<file path="config.mk">
export PLATFORM = sky130hd
export DESIGN_NAME = grid_io_bank_param_flat
export DESIGN_NICKNAME = d
export VERILOG_FILES = /design/src/rtl/grid_io_bank_param_if.sv /design/src/rtl/grid_io_bank_param.sv /design/src/flat_wrapper.sv
export SDC_FILE = /design/constraint.sdc
export NUM_CORES = 1
export LEC_CHECK = 0
export CORE_MARGIN = 1
export CORE_UTILIZATION = 55
export CTS_BUF_LIST = sky130_fd_sc_hd__clkbuf_8
export DETAILED_ROUTE_END_ITERATION = 8
export GPL_TIMING_DRIVEN = 0
export PLACE_DENSITY_LB_ADDON = 0.12
export SYNTH_ARGS = -nofsm -noshare
export SYNTH_HDL_FRONTEND = slang
export SYNTH_SLANG_ARGS = --single-unit
</file>
<file path="constraint.sdc">
create_clock -name prog_clk -period 2.3 [get_ports prog_clk]
set_input_delay 0.23 -clock prog_clk [delete_from_list [all_inputs] [get_ports prog_clk]]
set_output_delay 0.23 -clock prog_clk [all_outputs]
set_load 0.02 [all_outputs]
</file>
<file path="src/rtl/grid_io_bank_param_if.sv">
// Pad-side and fabric-side data bundle of an I/O grid tile.
// The tile owns pad_out/pad_oe/io_inpad; the environment owns the rest.
interface grid_io_bank_param_if #(
    parameter int NUM_IO = 8
);
    logic [NUM_IO-1:0] gfpga_pad_iopad_pad_in;
    logic [NUM_IO-1:0] gfpga_pad_iopad_pad_out;
    logic [NUM_IO-1:0] gfpga_pad_iopad_pad_oe;
    logic [NUM_IO-1:0] io_outpad;
    logic [NUM_IO-1:0] io_inpad;

    modport master (
        output gfpga_pad_iopad_pad_in,
        output io_outpad,
        input  gfpga_pad_iopad_pad_out,
        input  gfpga_pad_iopad_pad_oe,
        input  io_inpad
    );

    modport slave (
        input  gfpga_pad_iopad_pad_in,
        input  io_outpad,
        output gfpga_pad_iopad_pad_out,
        output gfpga_pad_iopad_pad_oe,
        output io_inpad
    );
endinterface

</file>
<file path="src/rtl/grid_io_bank_param.sv">
// I/O grid tile: NUM_IO pad channels configured through a
// double-buffered scan chain with length-checked commit.
module grid_io_bank_param #(
    parameter int NUM_IO      = 8,
    parameter int SYNC_STAGES = 2
) (
    input  logic prog_clk,
    input  logic pReset,
    input  logic ccff_head,
    input  logic ccff_en,
    input  logic ccff_commit,
    output logic ccff_tail,
    output logic cfg_loaded,
    output logic cfg_error,
    grid_io_bank_param_if.slave io
);
    localparam int CFG_W = 3 * NUM_IO;
    localparam int CNT_W = $clog2(CFG_W + 1);
    localparam logic [CNT_W-1:0] CFG_N = CNT_W'(CFG_W);

    logic [CFG_W-1:0] sr_q, sr_d;
    logic [CFG_W-1:0] act_q, act_d;
    logic [CNT_W-1:0] cnt_q, cnt_d;
    logic             loaded_q, loaded_d;
    logic             err_q, err_d;
    logic [NUM_IO-1:0] out_q;
    logic [SYNC_STAGES-1:0][NUM_IO-1:0] sync_q;

    always_comb begin
        sr_d     = sr_q;
        act_d    = act_q;
        cnt_d    = cnt_q;
        loaded_d = loaded_q;
        err_d    = err_q;
        if (ccff_en) begin
            sr_d     = {sr_q[CFG_W-2:0], ccff_head};
            loaded_d = 1'b0;
            if (cnt_q != CFG_N) cnt_d = cnt_q + CNT_W'(1);
            if (ccff_commit) err_d = 1'b1;
        end else if (ccff_commit) begin
            // Only a complete, freshly shifted frame may go live.
            if (cnt_q == CFG_N) begin
                act_d    = sr_q;
                cnt_d    = '0;
                loaded_d = 1'b1;
                err_d    = 1'b0;
            end else begin
                err_d = 1'b1;
            end
        end
    end

    always_ff @(posedge prog_clk or negedge pReset) begin
        if (!pReset) begin
            sr_q     <= '0;
            act_q    <= '0;
            cnt_q    <= '0;
            loaded_q <= 1'b0;
            err_q    <= 1'b0;
            out_q    <= '0;
            sync_q   <= '0;
        end else begin
            sr_q     <= sr_d;
            act_q    <= act_d;
            cnt_q    <= cnt_d;
            loaded_q <= loaded_d;
            err_q    <= err_d;
            out_q    <= io.io_outpad;
            sync_q[0] <= io.gfpga_pad_iopad_pad_in;
            for (int s = 1; s < SYNC_STAGES; s++) begin
                sync_q[s] <= sync_q[s-1];
            end
        end
    end

    assign ccff_tail  = sr_q[CFG_W-1];
    assign cfg_loaded = loaded_q;
    assign cfg_error  = err_q;

    always_comb begin
        io.gfpga_pad_iopad_pad_oe  = '0;
        io.gfpga_pad_iopad_pad_out = '0;
        io.io_inpad                = '0;
        for (int k = 0; k < NUM_IO; k++) begin
            io.gfpga_pad_iopad_pad_oe[k] = act_q[3*k];
            io.gfpga_pad_iopad_pad_out[k] = act_q[3*k] &
                (act_q[3*k+1] ? out_q[k] : io.io_outpad[k]);
            // Held low during reset so the fabric never sees raw pad noise.
            io.io_inpad[k] = pReset & ~act_q[3*k] &
                (act_q[3*k+2] ? sync_q[SYNC_STAGES-1][k]
                              : io.gfpga_pad_iopad_pad_in[k]);
        end
    end
endmodule

</file>
<file path="src/flat_wrapper.sv">
// flat-port wrapper written by rule: the top's interface ports become plain ports
module grid_io_bank_param_flat 
#(
    parameter int NUM_IO      = 8,
    parameter int SYNC_STAGES = 2
)
  (prog_clk, pReset, ccff_head, ccff_en, ccff_commit, ccff_tail, cfg_loaded, cfg_error, io_gfpga_pad_iopad_pad_in, io_io_outpad, io_gfpga_pad_iopad_pad_out, io_gfpga_pad_iopad_pad_oe, io_io_inpad);
  grid_io_bank_param_if #(.NUM_IO(NUM_IO)) io_i ();
  input  logic prog_clk;
  input  logic pReset;
  input  logic ccff_head;
  input  logic ccff_en;
  input  logic ccff_commit;
  output logic ccff_tail;
  output logic cfg_loaded;
  output logic cfg_error;
  input wire logic [$bits(io_i.gfpga_pad_iopad_pad_in)-1:0] io_gfpga_pad_iopad_pad_in;
  input wire logic [$bits(io_i.io_outpad)-1:0] io_io_outpad;
  output wire logic [$bits(io_i.gfpga_pad_iopad_pad_out)-1:0] io_gfpga_pad_iopad_pad_out;
  output wire logic [$bits(io_i.gfpga_pad_iopad_pad_oe)-1:0] io_gfpga_pad_iopad_pad_oe;
  output wire logic [$bits(io_i.io_inpad)-1:0] io_io_inpad;
  assign io_i.gfpga_pad_iopad_pad_in = io_gfpga_pad_iopad_pad_in;
  assign io_i.io_outpad = io_io_outpad;
  assign io_gfpga_pad_iopad_pad_out = io_i.gfpga_pad_iopad_pad_out;
  assign io_gfpga_pad_iopad_pad_oe = io_i.gfpga_pad_iopad_pad_oe;
  assign io_io_inpad = io_i.io_inpad;
  grid_io_bank_param #(.NUM_IO(NUM_IO), .SYNC_STAGES(SYNC_STAGES)) u_core (.prog_clk(prog_clk), .pReset(pReset), .ccff_head(ccff_head), .ccff_en(ccff_en), .ccff_commit(ccff_commit), .ccff_tail(ccff_tail), .cfg_loaded(cfg_loaded), .cfg_error(cfg_error), .io(io_i));
endmodule
</file>
==> Word level (Yosys, flattened, before mapping) <==
Cells that the tools add are included.
{ "op_classes": {"reduce_logical": 5, "addsub": 1, "bitwise": 33, "n_mux": 27, "eq_ne": 3} }
{ "ops": {"columns": ["operator", "n"], "rows": [
  ["$and 1x1->1", 24],
  ["$mux 1", 23],
  ["$mux 5", 4],
  ["$not 1->1", 9],
  ["$reduce_and 3->1", 2],
  ["$add 5x1->5 const B", 1],
  ["$eq 5x5->1 const B", 1],
  ["$ne 5x5->1 const B", 1],
  ["$reduce_bool 2->1", 2],
  ["$ne 2x1->1 const B", 1],
  ["$reduce_and 2->1", 1]
]} }
{ "totals": {"word_cells": 77, "out_inout_bits": 27, "register_bits": 79, "in_bits": 21} }

==> Longest topological paths before layout <==
{ "logic_depth": {"word_depth": 4, "ltp_mapped": 7, "depth_no_buf": 7} }

==> Worst setup path after synthesis <==
OpenSTA, ideal clock, no wires.
{ "synth_timing": {"path_kind": "register -> register", "startpoint": "register u_core.cnt_q[0]", "endpoint": "register u_core.act_q[10]", "path_buffers": 1, "setup_ps": 125, "setup_slack_ps": 576, "period_less_slack_ps": 1724, "stages_incl_launch_ff": 7, "t_required_ps": 2175, "arrival_time_ps": 1599, "path_cell_list": "dfrtp_1 > inv_1 > ha_1 > nand4b_4 > nor3b_4 > buf_6 > mux2_2"} }
{ "synth_via": {"elab_chain_cells": 2} }
{ "synth_rtl": {"columns": ["item", "line", "text"], "rows": [
  ["start, declared", "grid_io_bank_param.sv:23", "logic [CNT_W-1:0] cnt_q, cnt_d;"],
  ["start signal, assigned", "grid_io_bank_param.sv:65", "cnt_q <= cnt_d;"],
  ["$eq 5x5->1", "grid_io_bank_param.sv:42", "if (cnt_q == CFG_N) begin"],
  ["$reduce_and 3->1 (no source line)", null, null],
  ["end signal, assigned", "grid_io_bank_param.sv:64", "act_q <= act_d;"],
  ["end, declared", "grid_io_bank_param.sv:22", "logic [CFG_W-1:0] act_q, act_d;"]
]} }
Every way passes these cells.
A chain may end at the register's enable or synchronous reset.

==> Worst setup path in the final report <==
{ "layout_timing": {"startpoint": "register u_core.act_q[5]", "endpoint": "output io_io_inpad[1]"} }
{ "layout_via": {"elab_chain_cells": 2} }
{ "layout_rtl": {"columns": ["item", "line", "text"], "rows": [
  ["$mux 1", "grid_io_bank_param.sv:90", "(act_q[3*k+2] ? sync_q[SYNC_STAGES-1][k]"],
  ["$and 1x1->1", "grid_io_bank_param.sv:89", "io.io_inpad[k] = pReset & ~act_q[3*k] &"],
  ["end, declared", "flat_wrapper.sv:21", "output wire logic [$bits(io_i.io_inpad)-1:0] io_io_inpad;"]
]} }
Every way passes these cells.

==> summary.txt <==
Cells and area
  • Register area: ~0.0020 mm²
  • FILL cells: ~380
  • Area grow syn2layout: 27.2%
  • Most frequent cells in the layout: 79 x dfrtp_1, 48 x mux2_2, 45 x clkdlybuf4s50_1
  • Commonest non-fill, non-tap cell in the layout: dfrtp_1
  • Multi-input gate area: approximately 0.0010 mm²
  • Finished Core Util: between 70% and 80%
  • Fin cells: around 340
  • Layout cell share with drive strength beyond 1: 29.6%
  • Nets: 290
  • Inserted Diodes: 0

Floorplan
  • I/O pin cnt: 48
  • Die Ht: 77.3 µm
  • Row cnt: 27
  • Starting density of the core: a little under three fifths
  • Die area: ~0.0060 mm²
  • Die width: 77.3 µm
  • Core ar.: approximately 0.0055 mm²

Clock network
  • Htree depth: 3
  • Post-cts sizing count: 0
  • Root Driver: clkbuf_8
  • Clock latency at the later pin of the worst-skew pair: between 300 and 400 ps
  • Clock tree buffer depth: 2
  • Reg clk slew, reported paths: roughly 80 ps
  • TritonCTS Buffers: 9
  • Clock sink total: slightly below 80
  • CTS tree: built

Power and ir drop
  • Sequential group share of total power: 46.8%
  • Sw Pwr: roughly 1.2 mW
  • Sw frac: between 20 and 30%
  • Power Internal: approximately 3.2 mW
  • Leakage: 1.79 nW
  • Pwr dens: 1120 mW/mm²
  • Comb pwr share: between 20% and 30%
  • Clock power share: between 20% and 30%
  • Max IR drop VDD: between 600 and 700 µV

Drt
  • DRC viols: 0
  • Vias per cell: around 5.1
  • ANT nets after route: 0
  • DR vias: 1746
  • Starting DRT DRC Count: ~120
  • First-pass detailed-route iteration total: 4
  • DR WL/cell: ~15 µm
  • Final wirelength: slightly below 5 mm

STA
  • Tightest Pin Transition: 749 ps
  • Final Cycle Share: about 88%
  • RSZ-0062 raised after global routing: false
  • Final Skew: approximately 6.6 ps
  • Final setup violation count: 0
  • Final Max Tran Viols: 0
  • FMAX: approximately 0.5 GHz
  • Post-route minimum period: around 2000 ps
  • Max_slew headroom: 49.9%
  • Hold Violations, Final: 0

Logic synthesis
  • Post-synthesis compound-gate area fraction: under 10%
  • Sequential area share after synthesis: a little under two thirds
  • Post-Synth XOR/XNOR Area: 0%
  • Cell count after synthesis: roughly 200
  • Cell Area, Synth: ~0.0031 mm²
  • Syn Nets: 230
  • Multiplexer share of the synthesized area: about 23%
  • Synth Area per Inst: ~15 µm²
  • Synth warnings: 0
  • Largest family of logic cells by synthesized area: multiplexers
  • Synth unique cells: 19
  • Simple-gate share of the synthesized area: 6.34%
  • Yosys reg bits: just under 80
  • Post-Synth Adder-Cell Area: under 10%

Global route
  • Antenna violations before repair: 0
  • First-pass GRT wire length: between 8 and 9 mm
  • GRT overflow: 0
  • Number of global-route vias before repair: 1760
  • Total GRT Usage: 19.4%
  • Largest net degree at the start of global routing: between 60 and 70

Critical path
  • Startpoint class of the critical path: register
  • Worst-path cell chain: mux2i_1 > nor3b_1 > clkdlybuf4s50_1
  • Worst reg2reg path depth: 6
  • CP arrival: about 1800 ps
  • Worst path max stage delay: roughly 670 ps
  • CP required: 2070 ps
  • Worst setup EP type: primary output
  • CP max FO: 2
  • CP max-delay cell: clkdlybuf4s50_1
  • Crit Path Category: register to primary output

Place
  • Port bufs: 46
  • HPWL Detailed: between 3 and 4 mm
  • GP Congestion: ~0.75
  • Placed cell count: about 320

Run
  • Max-cap violations: 0

Status
  • Status: completed

Worst hold path
  • HP Class: input pin to asynchronous set/reset pin
## worst max-delay path: cells and delay by family, from the launching register on
family	cells	cell delay, ps
buffers and inverters	1	670
DFF	1	390
muxes	1	120
and+or+nand+nor	1	270
## cells in the mapped netlist (all sizes together)
cell / instances / area [µm²]
nand3: 4 / 20.0
inv: 6 / 22.5
clkbuf: 2 / 7.51
buf: 12 / 92.6
ha: 4 / 50.1
a21oi: 2 / 10.0
nor3b: 9 / 78.8
mux2i: 18 / 180
o21ai: 3 / 15.0
dfrtp: 79 / 1980
nand2: 5 / 18.8
nor2b: 9 / 56.3
o311ai: 2 / 17.5
a32o: 1 / 10.0
nand4b: 1 / 23.8
mux2: 48 / 541
## power groups by stage
stage          clock network [mW]  registers (mW)  logic (mW)
2_1_floorplan                   0            2.04       0.776
4_1_cts                      1.23            2.09        1.18
6_report                     1.21            2.08        1.16
3_5_place_dp                    0            2.11        1.17
3_3_place_gp                    0            2.11        1.13
5_1_grt                      1.30            2.15        1.27
## sequential cells by signal, summed over array words and instances (netlist names)
signal             flops
u_core.act_q          24
u_core.cfg_error       1
u_core.cfg_loaded      1
u_core.cnt_q           5
u_core.out_q           8
u_core.sr_q           24
u_core.sync_q         16
## path summary, 6_finish.rpt
path                                                  start                          end  slack [ps]
min in group prog_clk                       io_io_outpad[4]    u_core.out_q[4]$_DFF_PN0_         350
worst max-delay path            u_core.act_q[5]$_DFFE_PN0P_               io_io_inpad[1]         280
worst max register to register  u_core.cnt_q[0]$_DFFE_PN0P_  u_core.act_q[4]$_DFFE_PN0P_         410
worst min-delay path                                 pReset   u_core.sync_q[7]$_DFF_PN0_          30
max in group asynchronous                            pReset   u_core.sr_q[3]$_DFFE_PN0P_        1280
worst min register to register   u_core.sync_q[0]$_DFF_PN0_   u_core.sync_q[8]$_DFF_PN0_         350
## routing by layer
layer | vias up | GRT usage (%) | part of all wire (%)
met2 | 33 | 27.9 | 46
met1 | 871 | 27.6 | 49
met3 | 7 | 6.55 | 3.9
li1 | 835 | - | -
met5 | - | 0 | 0
met4 | 0 | 6.23 | 1.1
## cell families after synthesis
family	Yosys count
buf+inv	20
flops	79
compound gates	8
simple gates	28
mux	66
fa+ha+maj	4
## timing repair
| item | in CTS | in global routing |
|---|---|---|
| hold buffers | 2 | 0 |
| endpoints found under the hold margin | 16 | 0 |
| setup buffers | 0 | 0 |
## cell type report
type / count / share of cell area, %
buffer: 14 / 2.52
clock inverter: 7 / 2.84
multi-input combinational: 106 / 25.7
timing repair buffer: 49 / 13.2
inverter: 6 / 0.567
sequential: 79 / 49.8
clock buffer: 9 / 3.12
tap: 72 / 2.27
## metrics by stage
stage / hold slack [ps] / TNS [ps] / instance area [µm²] / total power, mW / worst slack, ps
CTS: 29.3 / 0 / 3970 / 4.50 / 269
global placement: 334 / -167000 / 3670 / 3.24 / -2420
finish: 34.1 / 0 / 3970 / 4.45 / 278
floorplan: -65.6 / 0 / 3120 / 2.82 / 576
detailed placement: 122 / 0 / 3700 / 3.28 / 178
global route: 40.4 / 0 / 3970 / 4.72 / 201
No activity file was read; power rests on OpenSTA's default activity.
